File: src/rtl/sim_ctrl_pkg.sv
// sim_ctrl_pkg
// Shared definitions for the simulation run controller and the benches that
// drive it: the run-state encoding, the default text/data base addresses used
// when loading programs, and a small state-classification helper.
package sim_ctrl_pkg;

  // Run controller states, 3-bit encoding.
  typedef enum logic [2:0] {
    ST_IDLE  = 3'd0,
    ST_RUN   = 3'd1,
    ST_DRAIN = 3'd2,
    ST_DUMP  = 3'd3,
    ST_DONE  = 3'd4
  } run_state_t;

  // Default program layout used by the CPU benches.
  localparam logic [31:0] TEXT_BASE_ADDRESS = 32'h0000_3000;
  localparam logic [31:0] DATA_BASE_ADDRESS = 32'h0000_0000;

  // The pipeline is considered "running" while instructions may still retire.
  function automatic logic is_active(input run_state_t s);
    return (s == ST_RUN) || (s == ST_DRAIN);
  endfunction

endpackage

File: src/rtl/sat_counter.sv
// sat_counter
// Parametrised-width up counter that sticks at all-ones instead of wrapping.
// Ports:
//   clk   - clock, rising edge
//   rst   - asynchronous active-low reset, clears the count
//   clr   - synchronous clear, takes priority over en
//   en    - count enable
//   count - current count value
module sat_counter #(
  parameter int W = 32
) (
  input  logic         clk,
  input  logic         rst,
  input  logic         clr,
  input  logic         en,
  output logic [W-1:0] count
);

  // Clear wins over enable; once all-ones is reached the count holds.
  always_ff @(posedge clk or negedge rst) begin
    if (!rst) begin
      count <= '0;
    end else if (clr) begin
      count <= '0;
    end else if (en && (count != '1)) begin
      count <= count + W'(1);
    end
  end

endmodule

File: src/rtl/pipe_run_monitor.sv
// pipe_run_monitor
// Run controller for pipelined-CPU simulation benches. Watches the WB retire
// stream, counts cycles and retirements, detects program end (explicit end PC
// or a self-loop halt), lets the pipeline drain, then requests a dump of the
// architectural state through a req/ack handshake. A cycle budget forces a
// timeout if the program never ends.
// Ports:
//   clk, rst          - clock (rising edge), asynchronous active-low reset
//   start             - begin a run (accepted in IDLE or DONE)
//   retire_valid      - one instruction retires at WB this cycle
//   retire_pc         - PC of the retiring instruction
//   dump_ack          - bench has finished dumping
//   running           - high in RUN or DRAIN
//   dump_req          - dump request, high in DUMP
//   done              - run finished and dump acknowledged
//   timed_out         - sticky, the run ended by timeout
//   cycle_count       - cycles spent in RUN and DRAIN
//   retire_count      - instructions retired in RUN and DRAIN
//   last_pc           - PC of the most recent retirement
module pipe_run_monitor
  import sim_ctrl_pkg::*;
#(
  parameter int              PC_W         = 32,
  parameter int              CNT_W        = 32,
  parameter logic [PC_W-1:0] END_PC       = '0,
  parameter int              HALT_REPEAT  = 3,
  parameter int              DRAIN_CYCLES = 4,
  parameter int              MAX_CYCLES   = 1000
) (
  input  logic             clk,
  input  logic             rst,
  input  logic             start,
  input  logic             retire_valid,
  input  logic [PC_W-1:0]  retire_pc,
  input  logic             dump_ack,
  output logic             running,
  output logic             dump_req,
  output logic             done,
  output logic             timed_out,
  output logic [CNT_W-1:0] cycle_count,
  output logic [CNT_W-1:0] retire_count,
  output logic [PC_W-1:0]  last_pc
);

  // The repeat counter never needs to exceed HALT_REPEAT: reaching it halts.
  localparam int REP_W = $clog2(HALT_REPEAT + 1);
  localparam int DRN_W = $clog2(DRAIN_CYCLES + 1);

  localparam logic [REP_W-1:0] HALT_REP   = REP_W'(HALT_REPEAT);
  localparam logic [DRN_W-1:0] DRAIN_LOAD = DRN_W'(DRAIN_CYCLES - 1);
  localparam logic [CNT_W-1:0] TIMEOUT_AT = CNT_W'(MAX_CYCLES - 1);
  localparam logic             END_EN     = (END_PC != '0);

  run_state_t       state;
  run_state_t       next_state;
  logic [REP_W-1:0] rep;
  logic [REP_W-1:0] next_rep;
  logic [DRN_W-1:0] drain_cnt;
  logic             start_go;
  logic             in_run;
  logic             active;
  logic             halt;
  logic             timeout;

  // Halt and timeout decisions. A halt on the same cycle as the timeout
  // threshold takes precedence, so the run is reported as a clean finish.
  always_comb begin
    start_go = start && ((state == ST_IDLE) || (state == ST_DONE));
    in_run   = (state == ST_RUN);
    active   = is_active(state);
    next_rep = (retire_pc == last_pc) ? (rep + REP_W'(1)) : REP_W'(1);
    halt     = in_run && retire_valid &&
               ((END_EN && (retire_pc == END_PC)) || (next_rep == HALT_REP));
    timeout  = in_run && !halt && (cycle_count == TIMEOUT_AT);
  end

  // Next-state selection.
  always_comb begin
    next_state = state;
    case (state)
      ST_IDLE:  if (start) next_state = ST_RUN;
      ST_RUN: begin
        if (halt)         next_state = ST_DRAIN;
        else if (timeout) next_state = ST_DUMP;
      end
      ST_DRAIN: if (drain_cnt == '0) next_state = ST_DUMP;
      ST_DUMP:  if (dump_ack) next_state = ST_DONE;
      ST_DONE:  if (start) next_state = ST_RUN;
      default:  next_state = ST_IDLE;
    endcase
  end

  // State register plus registered status outputs. The status flags are
  // decoded from next_state so they change on the same edge as the state.
  always_ff @(posedge clk or negedge rst) begin
    if (!rst) begin
      state     <= ST_IDLE;
      running   <= 1'b0;
      dump_req  <= 1'b0;
      done      <= 1'b0;
      timed_out <= 1'b0;
      last_pc   <= '0;
      rep       <= '0;
      drain_cnt <= '0;
    end else begin
      state    <= next_state;
      running  <= is_active(next_state);
      dump_req <= (next_state == ST_DUMP);
      done     <= (next_state == ST_DONE);

      if (start_go) begin
        timed_out <= 1'b0;
        last_pc   <= '0;
        rep       <= '0;
      end else begin
        // Repeat tracking only runs in RUN; in DRAIN it is frozen.
        if (in_run && retire_valid) begin
          rep <= next_rep;
        end
        if (active && retire_valid) begin
          last_pc <= retire_pc;
        end
        if (timeout) begin
          timed_out <= 1'b1;
        end
      end

      if (halt) begin
        drain_cnt <= DRAIN_LOAD;
      end else if ((state == ST_DRAIN) && (drain_cnt != '0)) begin
        drain_cnt <= drain_cnt - DRN_W'(1);
      end
    end
  end

  sat_counter #(.W(CNT_W)) u_cycle_counter (
    .clk   (clk),
    .rst   (rst),
    .clr   (start_go),
    .en    (active),
    .count (cycle_count)
  );

  sat_counter #(.W(CNT_W)) u_retire_counter (
    .clk   (clk),
    .rst   (rst),
    .clr   (start_go),
    .en    (active && retire_valid),
    .count (retire_count)
  );

endmodule

File: config.mk
export PLATFORM = sky130hd
export DESIGN_NAME = pipe_run_monitor
export DESIGN_NICKNAME = d
export VERILOG_FILES = /design/src/rtl/sim_ctrl_pkg.sv /design/src/rtl/sat_counter.sv /design/src/rtl/pipe_run_monitor.sv
export SDC_FILE = /design/constraint.sdc
export NUM_CORES = 1
export LEC_CHECK = 0
export CORE_UTILIZATION = 30
export DETAILED_ROUTE_END_ITERATION = 8
export DONT_BUFFER_PORTS = 1
export HOLD_SLACK_MARGIN = 0.06
export RECOVER_POWER = 25
export SLEW_MARGIN = 5
export SYNTH_ARGS = -nofsm -noshare
export SYNTH_HDL_FRONTEND = slang
export SYNTH_SLANG_ARGS = --single-unit
export TNS_END_PERCENT = 1
File: constraint.sdc
create_clock -name clk -period 2.7 [get_ports clk]
set_input_delay 0.675 -clock clk [delete_from_list [all_inputs] [get_ports clk]]
set_output_delay 0.675 -clock clk [all_outputs]
set_load 0.02 [all_outputs]
== Word level (Yosys, flattened, before mapping) ==
Cells that the tools add are included.

* Add/subtract/negate cells: 4
* Equality and inequality tests: 13
* Mux-type cells: 19
* Reductions and logical operators: 23

{| class="wikitable"
|+ Operators with widths
! kind !! count
|-
| $mux W32 || 6
|-
| $add A32 B1 Y32 const B || 2
|-
| $ne A32 B32 Y1 const B || 2
|-
| $eq A32 B10 Y1 const B || 1
|-
| $eq A32 B32 Y1 || 1
|-
| $mux W3 || 7
|-
| $eq A3 B2 Y1 const B || 4
|-
| $pmux W3 S4 || 1
|-
| $reduce_bool A2 Y1 || 6
|-
| $logic_and A1 B1 Y1 || 9
|-
| $eq A3 B1 Y1 const B || 2
|-
| $eq A3 B3 Y1 const B || 2
|-
| $logic_not A3 Y1 || 2
|-
| $mux W2 || 3
|-
| $logic_or A1 B1 Y1 || 3
|-
| $reduce_bool A3 Y1 || 1
|-
| $sub A3 B1 Y3 const B || 1
|-
| $add A2 B1 Y2 const B || 1
|-
| $eq A2 B2 Y1 const B || 1
|-
| $mux W1 || 2
|-
| $reduce_or A2 Y1 || 1
|-
| $logic_not A1 Y1 || 1
|}

* Flip-flop bits (word level): 108
* Input bits: 37
* Output and inout port bits: 100
* Word-level logic and storage cells: 69

== Depth between registers and ports, before layout ==
* Word-level depth: 12
* Gate-level depth with buffers: 8
* Mapped depth without buffers: 7

== By module ==
From an unflattened synthesis, not the netlist that was laid out.

* Cells, all modules: 654
* Area total of the unflattened synthesis: 6072.1 sq um

{| class="wikitable"
|+ Modules (own cells, without submodules)
! module !! instances !! cells each !! area each (sq um) !! seq. area each (sq um)
|-
| sat_counter || 2 || 198 || 1854.3 || 800.8
|-
| pipe_run_monitor || 1 || 258 || 2363.5 || 1101.1
|}

== Worst setup path after synthesis ==
OpenSTA, ideal clock, no wires.

* Path type: register to register
* Start: register u_retire_counter.count[0]
* End: register u_retire_counter.count[28]
* Setup time: 0.078 ns
* Arrival: 2.156 ns
* Required time: 2.622 ns
* Path slack: 0.466 ns
* Cell stages (with the launch flop): 9
* Buffers on the path: 2
* Cells stage by stage: dfrtp_1 -> ha_1 -> nand2_1 -> or4_1 -> buf_2 -> nand4b_4 -> buf_6 -> or3_1 -> a21oi_1

* Word-level cells in the longest chain between the ends: 3
* Elaborated cells between the ends (all ways): 6

{| class="wikitable"
|+ RTL lines
! element !! RTL line !! RTL
|-
| from (decl) || sat_counter.sv:16 || <nowiki>output logic [W-1:0] count</nowiki>
|-
| from (signal assigned) || sat_counter.sv:26 || <nowiki>count <= count + W'(1);</nowiki>
|-
| $add A32 B1 Y32 / $ne A32 B32 Y1 (equally long branches) || sat_counter.sv:26, sat_counter.sv:25 ||
|-
| $mux W32 / $logic_and A1 B1 Y1 (equally long branches) || sat_counter.sv:25 || <nowiki>end else if (en && (count != '1)) begin</nowiki>
|-
| $mux W32 / $reduce_bool A2 Y1 (equally long branches) || - ||
|}

Several ways; a longest one is shown, not always the timed one. The select of a mux whose other input is x is not followed.
A chain may end at the register's enable or synchronous reset.

== Final worst setup path ==
* Start: register state[2]
* End: register u_retire_counter.count[12]

* Word-level cells in the longest chain between the ends: 5
* Elaborated cells between the ends (all ways): 11

{| class="wikitable"
|+ RTL lines
! element !! RTL line !! RTL
|-
| from (decl) || pipe_run_monitor.sv:54 || <nowiki>run_state_t state;</nowiki>
|-
| from (signal assigned) || pipe_run_monitor.sv:106 || <nowiki>state <= next_state;</nowiki>
|-
| $eq A3 B1 Y1 / $eq A3 B2 Y1 (equally long branches) || sim_ctrl_pkg.sv:22 || <nowiki>return (s == ST_RUN) || (s == ST_DRAIN);</nowiki>
|-
| $logic_or A1 B1 Y1 || sim_ctrl_pkg.sv:22 ||
|-
| $logic_and A1 B1 Y1 || pipe_run_monitor.sv:148 || <nowiki>.en (active && retire_valid),</nowiki>
|-
| $logic_and A1 B1 Y1 || sat_counter.sv:25 ||
|-
| $reduce_bool A2 Y1 (no line) || - ||
|}

Several ways; a longest one is shown, not always the timed one.

==> flow_summary.html <==
<table>
<tr><th>Metric</th><th>Value</th></tr>
<tr><th colspan="2">Run status</th></tr>
<tr><td>Result of the run</td><td>finished, final reports clean</td></tr>
<tr><th colspan="2">Timing</th></tr>
<tr><td>Transition time of the tightest slew-check pin</td><td>around 710 ps</td></tr>
<tr><td>Setup Skew</td><td>12.4 ps</td></tr>
<tr><td>F_max</td><td>0.420 GHz</td></tr>
<tr><td>Count of final hold-check violations</td><td>0</td></tr>
<tr><td>Final min period</td><td>2380 ps</td></tr>
<tr><td>Ratio of final minimum period to clock period</td><td>0.881</td></tr>
<tr><td>Sum Neg Setup Slack</td><td>0 ps</td></tr>
<tr><td>Final Max Slew Viols</td><td>0</td></tr>
<tr><td>Setup repair after global routing missed its margin</td><td>false</td></tr>
<tr><td>Final-report setup violation count</td><td>0</td></tr>
<tr><td>Worst-case headroom to the max-slew limit</td><td>0.522</td></tr>
<tr><th colspan="2">Critical path</th></tr>
<tr><td>CP Data Required Time</td><td>approximately 3000 ps</td></tr>
<tr><td>Biggest fanout along the worst timing path</td><td>11</td></tr>
<tr><td>Startpoint of the worst setup timing path</td><td>state[2]</td></tr>
<tr><td>Sort of element at the end of the critical path</td><td>flip-flop</td></tr>
<tr><td>Crit start category</td><td>flip-flop</td></tr>
<tr><td>Critical R2R Launch</td><td>state[2]</td></tr>
<tr><td>Path depth of the worst reg2reg path</td><td>5</td></tr>
<tr><td>Worst setup slack for register-to-register paths</td><td>320 ps</td></tr>
<tr><td>WP data arrival</td><td>2670 ps</td></tr>
<tr><td>Critical path start-end classification</td><td>reg -&gt; reg</td></tr>
<tr><td>CP Capture Point</td><td>u_retire_counter.count[12]</td></tr>
<tr><td>Critical R2R Capture</td><td>u_retire_counter.count[12]</td></tr>
<tr><th colspan="2">Die</th></tr>
<tr><td>Height of the die</td><td>143 µm</td></tr>
<tr><td>Die width</td><td>143 µm</td></tr>
<tr><td>Initial cell density of the core</td><td>0.307</td></tr>
<tr><td>Std-Cell Core Area</td><td>just under 0.02 mm²</td></tr>
<tr><td>Die outline area</td><td>between 0.02 and 0.025 mm²</td></tr>
<tr><td>Number of I/O pins</td><td>137</td></tr>
<tr><td>Num rows</td><td>a little over 50</td></tr>
<tr><th colspan="2">Synthesis</th></tr>
<tr><td>Sequential cell area fraction in the yosys report</td><td>0.451</td></tr>
<tr><td>Dominant register cell in the synthesized netlist</td><td>sky130_fd_sc_hd__dfrtp_1</td></tr>
<tr><td>Share of synthesized registers carrying an async set or reset</td><td>1.00</td></tr>
<tr><td>Yosys reg bits</td><td>approximately 110</td></tr>
<tr><td>Mapped Avg Cell Area</td><td>8.96 µm²</td></tr>
<tr><td>Synthesized cell area</td><td>0.00599 mm²</td></tr>
<tr><td>Number of synthesized flops with an enable pin</td><td>0</td></tr>
<tr><td>Net count after synthesis</td><td>between 700 and 800</td></tr>
<tr><td>Syn. warnings</td><td>0</td></tr>
<tr><td>Syn Inst Count</td><td>669</td></tr>
<tr><td>Count of different cell masters after synthesis</td><td>48</td></tr>
<tr><th colspan="2">Clock network</th></tr>
<tr><td>Insertion delay of the later-clocked pin in the worst-skew pair</td><td>between 300 and 400 ps</td></tr>
<tr><td>Post-cts gate resize count</td><td>0</td></tr>
<tr><td>CTS max path bufs</td><td>2</td></tr>
<tr><td>Number of clock buffers inserted by TritonCTS</td><td>9</td></tr>
<tr><td>Postcts setup bufs</td><td>0</td></tr>
<tr><td>TritonCTS clock tree</td><td>built</td></tr>
<tr><td>Num Clock Sinks</td><td>108</td></tr>
<tr><td>Root buf cell</td><td>sky130_fd_sc_hd__clkbuf_16</td></tr>
<tr><td>CTS H-tree lvls</td><td>3</td></tr>
<tr><td>Worst-path clk slew</td><td>80 ps</td></tr>
<tr><th colspan="2">Power and ir drop</th></tr>
<tr><td>Sequential cell fraction of total power</td><td>0.481</td></tr>
<tr><td>Sw Ratio</td><td>0.430</td></tr>
<tr><td>Part of the total power dissipated in the clock network</td><td>0.232</td></tr>
<tr><td>Largest vdd supply drop</td><td>0.000464 V</td></tr>
<tr><td>Internal power component</td><td>approximately 3.4 mW</td></tr>
<tr><td>Part of the power in combinational logic</td><td>0.287</td></tr>
<tr><td>Switching component of the power</td><td>2.59 mW</td></tr>
<tr><td>Lkg Pwr</td><td>2.91 nW</td></tr>
<tr><td>Total power density per cell area</td><td>879 mW/mm²</td></tr>
<tr><td>Power, Total</td><td>6.03 mW</td></tr>
<tr><th colspan="2">Detailed routing</th></tr>
<tr><td>WL met1</td><td>7450 µm</td></tr>
<tr><td>Number of remaining DRC errors</td><td>0</td></tr>
<tr><td>Uppermost signal routing layer after detailed routing</td><td>met4</td></tr>
<tr><td>Routed via count divided by cell count</td><td>5.40</td></tr>
<tr><td>Met3 Routed Length</td><td>1130 µm</td></tr>
<tr><td>Metal2 WL</td><td>8000 µm</td></tr>
<tr><td>Number of nets with antenna violations after routing</td><td>0</td></tr>
<tr><td>First-pass detailed-route iteration total</td><td>4</td></tr>
<tr><td>Number of vias in the routed layout</td><td>5,202</td></tr>
<tr><td>Drt first-iter violations</td><td>between 150 and 200</td></tr>
<tr><td>Post-DR wirelength/cell</td><td>17.4 µm</td></tr>
<tr><td>Routed WL</td><td>16,700 µm</td></tr>
<tr><th colspan="2">Cells and area</th></tr>
<tr><td>Count of antenna diodes in the layout</td><td>0</td></tr>
<tr><td>Synth-to-Final Area Change</td><td>14.4%</td></tr>
<tr><td>Nets</td><td>~740</td></tr>
<tr><td>Layout cell share with drive strength beyond 1</td><td>0.106</td></tr>
<tr><th colspan="2">Global route</th></tr>
<tr><td>Wire length of the first global-routing pass</td><td>26,100 µm</td></tr>
<tr><td>All-layer global routing usage</td><td>0.164</td></tr>
<tr><td>Number of antenna violations at the first check in global routing</td><td>0</td></tr>
<tr><td>Maximum number of pins on one net before global-route repair</td><td>109</td></tr>
<tr><td>Via count of the first global-routing pass</td><td>4,798</td></tr>
<tr><td>Remaining global-route overflow</td><td>0</td></tr>
<tr><th colspan="2">Place</th></tr>
<tr><td>Routability congestion estimate from global placement</td><td>0.787</td></tr>
<tr><td>Placed wire-length estimate after detailed placement</td><td>approximately 12,000 µm</td></tr>
<tr><td>Count of input and output buffers</td><td>0</td></tr>
<tr><th colspan="2">Worst hold path</th></tr>
<tr><td>Worst hold path type</td><td>in -&gt; async</td></tr>
<tr><th colspan="2">Run</th></tr>
<tr><td>Number of maximum-capacitance constraint violations</td><td>0</td></tr>
</table>
[layout by cell type (no fill, tap or decap), drive strengths merged, types with 20 or more instances in the layout]
cell type | netlist | layout
buf | 11 | 48
o21ai | 36 | 36
nor4 | 20 | 20
nand3 | 59 | 59
dfrtp | 108 | 108
or3 | 29 | 29
nand4 | 23 | 23
xor2 | 38 | 38
nand2 | 117 | 117
a21oi | 43 | 43
nor2 | 23 | 23
[metal layers]
layer  GRT usage  vias up
li1            -     2516
met4      0.0426        0
met1       0.212     2558
met2       0.267      120
met5           0        -
met3      0.0500        8
[power by group through the flow]
stage | Combinational (mW) | Sequential (mW) | Clock [mW]
after floorplan | 1.13 | 2.91 | 0
after global routing | 1.94 | 2.96 | 1.50
after CTS | 1.75 | 2.90 | 1.44
after detailed placement | 1.74 | 2.93 | 0
final | 1.73 | 2.90 | 1.40
after global placement | 1.71 | 2.92 | 0
[through the flow]
stage / hold slack, ps / util / setup slack (ps) / instances / cell area, µm²
2_1_floorplan: 379 / - / 466 / 669 / 5990
3_3_place_gp: 381 / 0.335 / 196 / 948 / 6550
3_5_place_dp: 381 / 0.335 / 192 / 948 / 6550
4_1_cts: -8.24 / 0.351 / 313 / 964 / 6850
5_1_grt: -15.7 / 0.351 / 118 / 964 / 6850
6_report: 3.41 / 0.351 / 320 / 964 / 6850
[worst min-delay path by stage]
stage,start,end,slack (ps),cells past startpoint
after global placement,rst,u_retire_counter.count[13],380,0
after global routing,rst,u_retire_counter.count[13],-20,0
after floorplan,rst,done,380,0
after CTS,rst,u_retire_counter.count[13],-8,0
after detailed placement,rst,u_retire_counter.count[13],380,0
final,rst,u_retire_counter.count[11],3,0
[cell families after synthesis]
| logic type | count (synthesis) | share of synthesized area |
|---|---|---|
| flops | 108 | 0.451 |
| mux | 5 | 0.00835 |
| xor+xnor | 45 | 0.0658 |
| fa+ha+maj | 4 | 0.00835 |
| compound gates | 122 | 0.127 |
| simple gates | 343 | 0.309 |
| buf+inv | 42 | 0.0309 |
[cells in the mapped netlist (all sizes together), types with 10 or more instances]
cell	n	area share
xor2	38	0.056
or3	29	0.030
nand3	59	0.049
nor2	23	0.014
nor4	20	0.023
or4	18	0.023
nand2	117	0.073
o31ai	18	0.025
clkbuf	23	0.014
and4	14	0.020
buf	11	0.011
nand4	23	0.024
o21ai	36	0.030
a21oi	43	0.036
and3	10	0.010
dfrtp	108	0.45
[flip-flops by register name, indices dropped and copies added (netlist names)]
signal and flops:
done 1, drain_cnt 3, dump_req 1, last_pc 32
rep 2, running 1, state 3, timed_out 1
u_cycle_counter.count 32, u_retire_counter.count 32
[worst max-delay path, stage by stage (launching register included)]
cell,delay [ps]
sky130_fd_sc_hd__dfrtp_1,520
sky130_fd_sc_hd__inv_1,210
sky130_fd_sc_hd__and3_1,570
sky130_fd_sc_hd__nand4_1,370
sky130_fd_sc_hd__or4_1,500
sky130_fd_sc_hd__a21oi_1,150
[cell type report]
cell class                      count  area (µm²)
Fill cell                        2020       12700
Clock buffer                       10         239
Inverter                            8        30.0
Tap cell                          265         332
Clock inverter                      6        70.1
Multi-Input combinational cell    519        3110
Timing Repair Buffer               48         373
Sequential cell                   108        2700
(Power assumes the default switching activity.)
